## src/rtl/rv32i_fetch_pkg.sv

```systemverilog
// Shared definitions for the RV32I instruction-fetch front end.
package rv32i_fetch_pkg;

   localparam int              XLEN             = 32;
   localparam logic [XLEN-1:0] RESET_PC_DEFAULT = 32'h0000_0000;
   localparam logic [31:0]     INST_NOP         = 32'h0000_0013;

   // Fetch state is the concatenation {infl_v, hold_v}
   typedef enum logic [1:0] {
      ST_IDLE    = 2'b00,
      ST_HOLD    = 2'b01,
      ST_STREAM  = 2'b10,
      ST_ILLEGAL = 2'b11
   } fetch_state_e;

   // Force a byte address onto a word boundary
   function automatic logic [XLEN-1:0] align_pc(input logic [XLEN-1:0] pc);
      return {pc[XLEN-1:2], 2'b00};
   endfunction

endpackage

```

## src/rtl/rv32i_fetch_skid.sv

```systemverilog
// One-entry hold register that parks an instruction while decode stalls.
module rv32i_fetch_skid
   import rv32i_fetch_pkg::*;
#(
   parameter int DWIDTH = 32
) (
   input  logic              clk,
   input  logic              reset,
   input  logic              capture,
   input  logic              drain,
   input  logic              flush,
   input  logic [DWIDTH-1:0] in_data,
   input  logic [XLEN-1:0]   in_pc,
   output logic              hold_v,
   output logic [DWIDTH-1:0] hold_data,
   output logic [XLEN-1:0]   hold_pc
);

   // Hold valid: flush wins, then capture on a stall, then drain on accept
   always_ff @(posedge clk or posedge reset) begin
      if (reset)        hold_v <= 1'b0;
      else if (flush)   hold_v <= 1'b0;
      else if (capture) hold_v <= 1'b1;
      else if (drain)   hold_v <= 1'b0;
   end

   // Hold payload: loaded only when a stalled instruction is parked
   always_ff @(posedge clk) begin
      if (capture && !flush) begin
         hold_data <= in_data;
         hold_pc   <= in_pc;
      end
   end

endmodule

```

## src/rtl/rv32i_fetch_ctrl.sv

```systemverilog
// Instruction-fetch sequencer: owns the fetch PC, hides the 1-cycle imem
// read latency and feeds decode over valid/ready with stall and redirect.
module rv32i_fetch_ctrl
   import rv32i_fetch_pkg::*;
#(
   parameter int              AWIDTH   = 7,
   parameter int              DWIDTH   = 32,
   parameter logic [XLEN-1:0] RESET_PC = RESET_PC_DEFAULT
) (
   input  logic              clk,
   input  logic              reset,
   output logic [AWIDTH-1:0] imem_addr,
   input  logic [DWIDTH-1:0] imem_data,
   input  logic              redirect_valid,
   input  logic [XLEN-1:0]   redirect_pc,
   output logic              inst_valid,
   input  logic              inst_ready,
   output logic [DWIDTH-1:0] inst_data,
   output logic [XLEN-1:0]   inst_pc,
   output logic              fetch_err
);

   logic [XLEN-1:0]   pc_q, pc_d;
   logic              infl_v, infl_v_d;
   logic [XLEN-1:0]   infl_pc, infl_pc_d;
   logic              err_d;
   logic              issue, capture, drain, flush;
   logic              hold_v;
   logic [DWIDTH-1:0] hold_data;
   logic [XLEN-1:0]   hold_pc;
   fetch_state_e      state;

   assign state     = fetch_state_e'({infl_v, hold_v});
   assign imem_addr = pc_q[AWIDTH+1:2];

   // Control registers: PC, in-flight flag and sticky misalignment flag
   always_ff @(posedge clk or posedge reset) begin
      if (reset) begin
         pc_q      <= RESET_PC;
         infl_v    <= 1'b0;
         fetch_err <= 1'b0;
      end else begin
         pc_q      <= pc_d;
         infl_v    <= infl_v_d;
         fetch_err <= err_d;
      end
   end

   // PC of the word the imem is reading this cycle
   always_ff @(posedge clk) begin
      infl_pc <= infl_pc_d;
   end

   // Next-state: redirect first, then issue/stall decisions per state
   always_comb begin
      issue     = 1'b0;
      capture   = 1'b0;
      drain     = 1'b0;
      flush     = 1'b0;
      pc_d      = pc_q;
      infl_v_d  = 1'b0;
      infl_pc_d = infl_pc;
      err_d     = fetch_err;
      if (redirect_valid) begin
         flush = 1'b1;
         pc_d  = align_pc(redirect_pc);
         err_d = fetch_err | (redirect_pc[1:0] != 2'b00);
      end else begin
         case (state)
            ST_IDLE:    issue = 1'b1;
            ST_STREAM: begin
               if (inst_ready) issue   = 1'b1;
               else            capture = 1'b1;
            end
            ST_HOLD: begin
               if (inst_ready) begin
                  drain = 1'b1;
                  issue = 1'b1;
               end
            end
            ST_ILLEGAL: ;
            default:    ;
         endcase
         // Re-presenting the held address while not issuing is harmless
         if (issue) begin
            pc_d      = pc_q + 32'd4;
            infl_v_d  = 1'b1;
            infl_pc_d = pc_q;
         end
      end
   end

   rv32i_fetch_skid #(
      .DWIDTH (DWIDTH)
   ) u_skid (
      .clk       (clk),
      .reset     (reset),
      .capture   (capture),
      .drain     (drain),
      .flush     (flush),
      .in_data   (imem_data),
      .in_pc     (infl_pc),
      .hold_v    (hold_v),
      .hold_data (hold_data),
      .hold_pc   (hold_pc)
   );

   // A redirect kills the presented instruction in the same cycle
   assign inst_valid = (infl_v | hold_v) & ~redirect_valid;
   assign inst_data  = hold_v ? hold_data : (infl_v ? imem_data : DWIDTH'(INST_NOP));
   assign inst_pc    = hold_v ? hold_pc : infl_pc;

   // Streaming and holding are mutually exclusive
   a_state_legal: assert property (@(posedge clk) disable iff (reset) !(infl_v && hold_v));

endmodule

```

## config.mk

```make
export PLATFORM = sky130hd
export DESIGN_NAME = rv32i_fetch_ctrl
export DESIGN_NICKNAME = d
export VERILOG_FILES = /design/src/rtl/rv32i_fetch_pkg.sv /design/src/rtl/rv32i_fetch_skid.sv /design/src/rtl/rv32i_fetch_ctrl.sv
export SDC_FILE = /design/constraint.sdc
export NUM_CORES = 1
export LEC_CHECK = 0
export CORE_UTILIZATION = 30
export CTS_CLUSTER_DIAMETER = 60
export DETAILED_ROUTE_END_ITERATION = 12
export MAX_ROUTING_LAYER = met4
export SYNTH_ARGS = -nofsm -noshare
export SYNTH_HDL_FRONTEND = slang
export SYNTH_SLANG_ARGS = --single-unit
```

## constraint.sdc

```tcl
create_clock -name clk -period 5.7 [get_ports clk]
set_clock_uncertainty 0.1 [all_clocks]
set_input_delay 0.57 -clock clk [delete_from_list [all_inputs] [get_ports clk]]
set_output_delay 0.57 -clock clk [all_outputs]
set_load 0.02 [all_outputs]
```

==> out/results.txt, run 1 <==
Post-route ant nets: 0
# fillers: 1629
Reg2Reg Depth: 6
Launching point of the worst reg2reg path: u_skid.hold_v
Mean Syn Cell Area: 13.4 um^2
Critical Path Fanout Max: 28
Vias in the first global route: 3684
Syn Std Cell Area: 0.00554 mm^2
Final setup vio count: 0
Distinct cell type count after synthesis: 48
Vias: 3843
Final Cell Area: 0.00766 mm^2
RSZ-0062 raised after global routing: no
Main synth FF type: edfxtp_1
CTS sink cnt: 125
Max Cap Violations: 0
Number of core rows: 49
Routed WL: 12.8 mm
CTS Hold Bufs: 0
Deepest clock path buffer count: 2
Sequential cell area: 0.00359 mm^2
Die Y: 138 um
Number of antenna violations at the first check in global routing: 0
Die W: 138 um
Post-CTS sizing: 0
Fmax: 299 MHz
Period utilization: 58.8%
Fin Setup TNS: 0 ns
#FFs+latches synth: 125
Hold Path Class: reg2reg
Initial Utilization: 30.8%
Hold Crit Depth: 0
Hold Crit Endpoint: u_skid.hold_pc[30]
Synth warn: 0
Worst relative slew slack: 17.3%
CTS clk-pin slew, worst paths: 0.05 ns
Post-CTS Setup Inserts: 0
Global-route wire length before repair: 19.4 mm
Critical path type: reg2out
CTS root buf: clkbuf_16
Port Buffers: 138
Share of cells above drive strength 1: 13.1%
Static leakage: 2.69 nW
Die area: 0.0190 mm^2
CTS Buf Count: 17
Worst Setup End Kind: output port
Final Max Slew Viols: 0
Nets@finish: 618
Num ports: 141
Worst Path Required: 5.03 ns
Dpl cells: 755
Multi-input gate area: 0.00176 mm^2
1st-iter DRT viols: 298
Post-synth EDFFs: 92
DP Area: 0.00710 mm^2
Antenna diode count: 0
Dpl hpwl: 9.14 mm
Ys async rst share: 26.4%
Worst setup SP type: register
Largest net degree at the start of global routing: 60
Total grt overflow: 0
Via/cell ratio: 4.88
RR Endpoint: pc_q[20]
Area Overhead vs Synth: 38.3%
RePlAce Congestion: 0.837
FF-to-FF setup slack: 2.73 ns
Sequential element share of the synthesized area: 64.7%
PwrDens: 345 mW/mm^2
Worst-Margin Slew: 1.23 ns
Hold Startpoint: infl_pc[30]
Max VDD drop: 0.000175 V
Mapped Cells: 414
Clk Latency, worst-skew pair: 0.40 ns
DR pass1 iterations: 4
Min cycle time layout: 3.35 ns
CORE AREA: 0.0180 mm^2
Status: complete, no violations
Post-route DRC: 0
H-tree depth: 4
Hold Vio Cnt, Final: 0
WP data arrival: 2.68 ns
CTS tree: done
Gr usage total: 13.9%
DR WL/cell: 16.3 um
Fin cells: 787
registers in the layout, summed over array words and instances, names as in the netlist:
register,cells
u_skid.hold_data,32
infl_pc,30
u_skid.hold_v,1
u_skid.hold_pc,30
fetch_err,1
pc_q,30
infl_v,1
critical path, cell delays in order (launching register included):
cell and delay [ns]:
dfrtp_1 0.43, inv_1 0.12, nor2_2 0.86, a22o_1 0.25, clkdlybuf4s50_1 0.62
metal layers:
layer / vias up / GRT usage, % / wire (um)
li1: 1860 / - / -
met1: 1826 / 17.7 / 5840
met2: 145 / 21.8 / 6080
met3: 12 / 3.11 / 770
met4: 0 / 5.13 / 155
met5: - / - / 0
cell usage after synthesis (6+ instances only):
cell type  count  area, um^2
edfxtp_1      92        2760
dfrtp_1       33         826
mux2_2        30         338
a22o_1        28         245
nor2_1        28         105
nand2_1       26        97.6
clkbuf_1      20        75.1
a31oi_1       15        93.8
o21ai_0       14        70.1
inv_1         10        37.5
nand3_1       10        50.1
buf_4          9        67.6
nand4_1        8        50.1
or4_1          8        60.1
xnor2_1        8        70.1
nor3_1         7        35.0
nor4_1         6        37.5
o31ai_1        6        45.0
cells in the final DEF, fill, tap and decap left out, drive strengths merged, types with 8 or more instances in the layout:
cell type and count:
a22o 28, a31oi 15, clkbuf 27, clkdlybuf4s50 138
dfrtp 33, edfxtp 92, inv 10, mux2 30
nand2 26, nand3 11, nand4 9, nor2 28
o21ai 14, or4 9, xnor2 8
metrics by stage:
stage	total power, mW	hold WS (ns)	worst slack, ns	util, %
after floorplan	1.43	0.322	1.70	-
after global placement	1.66	0.333	2.14	39.4
after detailed placement	1.68	0.336	2.08	39.4
after CTS	2.68	0.348	2.29	42.5
after global routing	2.76	0.359	2.11	42.5
final	2.65	0.342	2.35	42.5
how the worst max path moves through the flow:
stage / start / slack [ns] / cells past startpoint / end
floorplan: u_skid.hold_v / 1.70 / 6 / infl_pc[10]
global placement: redirect_valid / 2.14 / 5 / u_skid.hold_pc[18]
detailed placement: redirect_valid / 2.08 / 5 / u_skid.hold_data[27]
CTS: infl_v / 2.29 / 4 / inst_data[23]
global route: infl_v / 2.11 / 4 / inst_data[23]
finish: infl_v / 2.35 / 4 / inst_data[8]
cells by family after synthesis:
group	after synthesis	share of synthesized area (%)
adder cells (fa/ha/maj)	5	1.13
multiplexers	31	6.27
AND/OR/NAND/NOR	116	11.5
flip-flops	125	64.7
other	1	0.0676
AO/OA/AOI/OAI	84	11.3
XOR/XNOR	8	1.26
buffers and inverters	44	3.79
where the power goes:
| group | internal, mW | switching, mW | leakage, nW |
|---|---|---|---|
| sequential | 1.07 | 0.0598 | 1.23 |
| clock | 0.642 | 0.353 | 0.274 |
| combinational | 0.256 | 0.268 | 1.19 |
area by class of cell:
cell class,instances,area share (%)
inverters,11,0.539
flip-flops and latches,125,46.8
clock inverters,5,0.343
repair buffers,144,18.6
clock buffers,27,7.00
well taps,229,3.74
multi-input cells,246,22.9
(Power assumes the default switching activity.)
==> run 2, diff against run 1 <==
==> constraint.sdc (replaced) <==
create_clock -name clk -period 3.44 [get_ports clk]
set_clock_uncertainty 0.1 [all_clocks]
set_input_delay 0.344 -clock clk [delete_from_list [all_inputs] [get_ports clk]]
set_output_delay 0.344 -clock clk [all_outputs]
set_load 0.02 [all_outputs]
==> out/results.txt, run 2 (same netlist as run 1, synthesis figures left out) <==
PwrDens: 577 mW/mm^2
RR Endpoint: pc_q[21]
Die Y: 138 um
Global-route wire length before repair: 20.0 mm
Share of cells above drive strength 1: 14.2%
CTS clk-pin slew, worst paths: 0.05 ns
Hold Vio Cnt, Final: 0
Final Cell Area: 0.00774 mm^2
CTS sink cnt: 125
Pwr Total: 4.47 mW
DP Area: 0.00717 mm^2
DR WL/cell: 16.3 um
Final Util: 43.0%
Slowest stage delay, CP: 0.64 ns
Die area: 0.0190 mm^2
DR pass1 iterations: 5
Period utilization: 90.5%
Worst relative slew slack: 59.0%
CORE AREA: 0.0180 mm^2
Deepest clock path buffer count: 2
1st-iter DRT viols: 253
Total grt overflow: 0
Number of antenna violations at the first check in global routing: 0
Worst-Margin Slew: 0.610 ns
Status: complete, no violations
Largest net degree at the start of global routing: 45
Post-CTS sizing: 0
Initial Utilization: 30.8%
Vias in the first global route: 3854
Final WS setup: 0.328 ns
Vias: 3912
Reg2Reg Depth: 7
Gr usage total: 14.3%
Hold WS: 0.239 ns
Dpl cells: 761
Die W: 138 um
CTS root buf: clkbuf_16
Clk Latency, worst-skew pair: 0.41 ns
Cells along the critical path: buf_4 -> buf_4 -> mux2_2 -> clkdlybuf4s50_1
Routed WL: 12.9 mm
# fillers: 1676
Max Cap Violations: 0
Min cycle time layout: 3.11 ns
Worst slack, placed: 0.531 ns
Most common cell after layout, fill and taps aside: clkdlybuf4s50_1
RSZ-0062 raised after global routing: no
CTS Buf Count: 17
Slowest-stage cell, CP: dfrtp_2
Max VDD drop: 0.000296 V
CP dominant cell by count: buf_4
Post-route ant nets: 0
Fin Setup TNS: 0 ns
H-tree depth: 4
Post-route DRC: 0
Largest Register: u_skid.hold_data
Via/cell ratio: 4.93
Worst Path Required: 3.00 ns
Post-CTS Setup Inserts: 0
Hold Path Class: in2async
Fmax: 321 MHz
Static leakage: 2.73 nW
WP data arrival: 2.67 ns
Most frequent cells in the layout: clkdlybuf4s50_1 (138), edfxtp_1 (92), dfrtp_1 (32)
CTS tree: done
Worst Setup End Kind: output port
Flip-flop count of the largest register after layout: 32
Antenna diode count: 0
Final Max Slew Viols: 0
RePlAce Congestion: 0.823
Critical path type: reg2out
Nets@finish: 624
Dpl hpwl: 9.35 mm
Num ports: 141
Final setup vio count: 0
Critical Path Fanout Max: 25
FF-to-FF setup slack: 0.49 ns
Launching point of the worst reg2reg path: u_skid.hold_v
CTS Hold Bufs: 0
Worst setup SP type: register
Fin cells: 793
Area Overhead vs Synth: 39.7%
Number of core rows: 49
Port Buffers: 138
## run 2: worst max-delay path by stage
stage                        from     endpoint  slack, ns  cells past startpoint
floorplan           u_skid.hold_v  infl_pc[10]       0.38                      6
global placement    u_skid.hold_v     pc_q[25]       0.62                      7
detailed placement  u_skid.hold_v     pc_q[20]       0.53                      7
CTS                 u_skid.hold_v  inst_pc[26]       0.29                      4
global route        u_skid.hold_v  inst_pc[14]       0.19                      4
finish              u_skid.hold_v  inst_pc[13]       0.33                      4
## run 2: final cells by class
| cell class | instances | area (um^2) | share of cell area [%] |
|---|---|---|---|
| multi-input combinational | 246 | 1760 | 22.8 |
| sequential | 125 | 3590 | 46.4 |
| clock inverter | 6 | 56.3 | 0.727 |
| tap | 229 | 287 | 3.70 |
| inverter | 11 | 41.3 | 0.533 |
| clock buffer | 26 | 522 | 6.74 |
| timing repair buffer | 150 | 1480 | 19.2 |
## run 2: power by group
part           internal, mW  total [mW]  leakage (nW)  switching [mW]
clock                  1.11        1.72         0.282           0.611
sequential             1.77        1.88          1.23           0.105
combinational         0.434       0.872          1.22           0.438
## run 2: critical path: cells and delay by family (launching register included)
kind,cells,cell delay (ns)
buffers and inverters,3,1.24
muxes,1,0.38
DFF,1,0.64
## run 2: metal layers
| metal | share of wire (%) | vias to the layer above | global-route usage, % | wire length (um) |
|---|---|---|---|---|
| li1 | - | 1873 | - | - |
| met1 | 44 | 1872 | 17.8 | 5720 |
| met2 | 47 | 149 | 22.1 | 6020 |
| met3 | 7.3 | 18 | 3.55 | 947 |
| met4 | 1.9 | 0 | 6.04 | 242 |
| met5 | 0 | - | - | 0 |
==> run 3, diff against run 2 <==
--- a/config.mk
+++ b/config.mk
@@ -7,8 +7,10 @@
 export LEC_CHECK = 0
 export CORE_UTILIZATION = 30
 export CTS_CLUSTER_DIAMETER = 60
+export CTS_CLUSTER_SIZE = 40
 export DETAILED_ROUTE_END_ITERATION = 12
 export MAX_ROUTING_LAYER = met4
+export SLEW_MARGIN = 30
 export SYNTH_ARGS = -nofsm -noshare
 export SYNTH_HDL_FRONTEND = slang
 export SYNTH_SLANG_ARGS = --single-unit
==> results of run 3 <==
Final layout, timing and power as in run 2 (identical DEF).
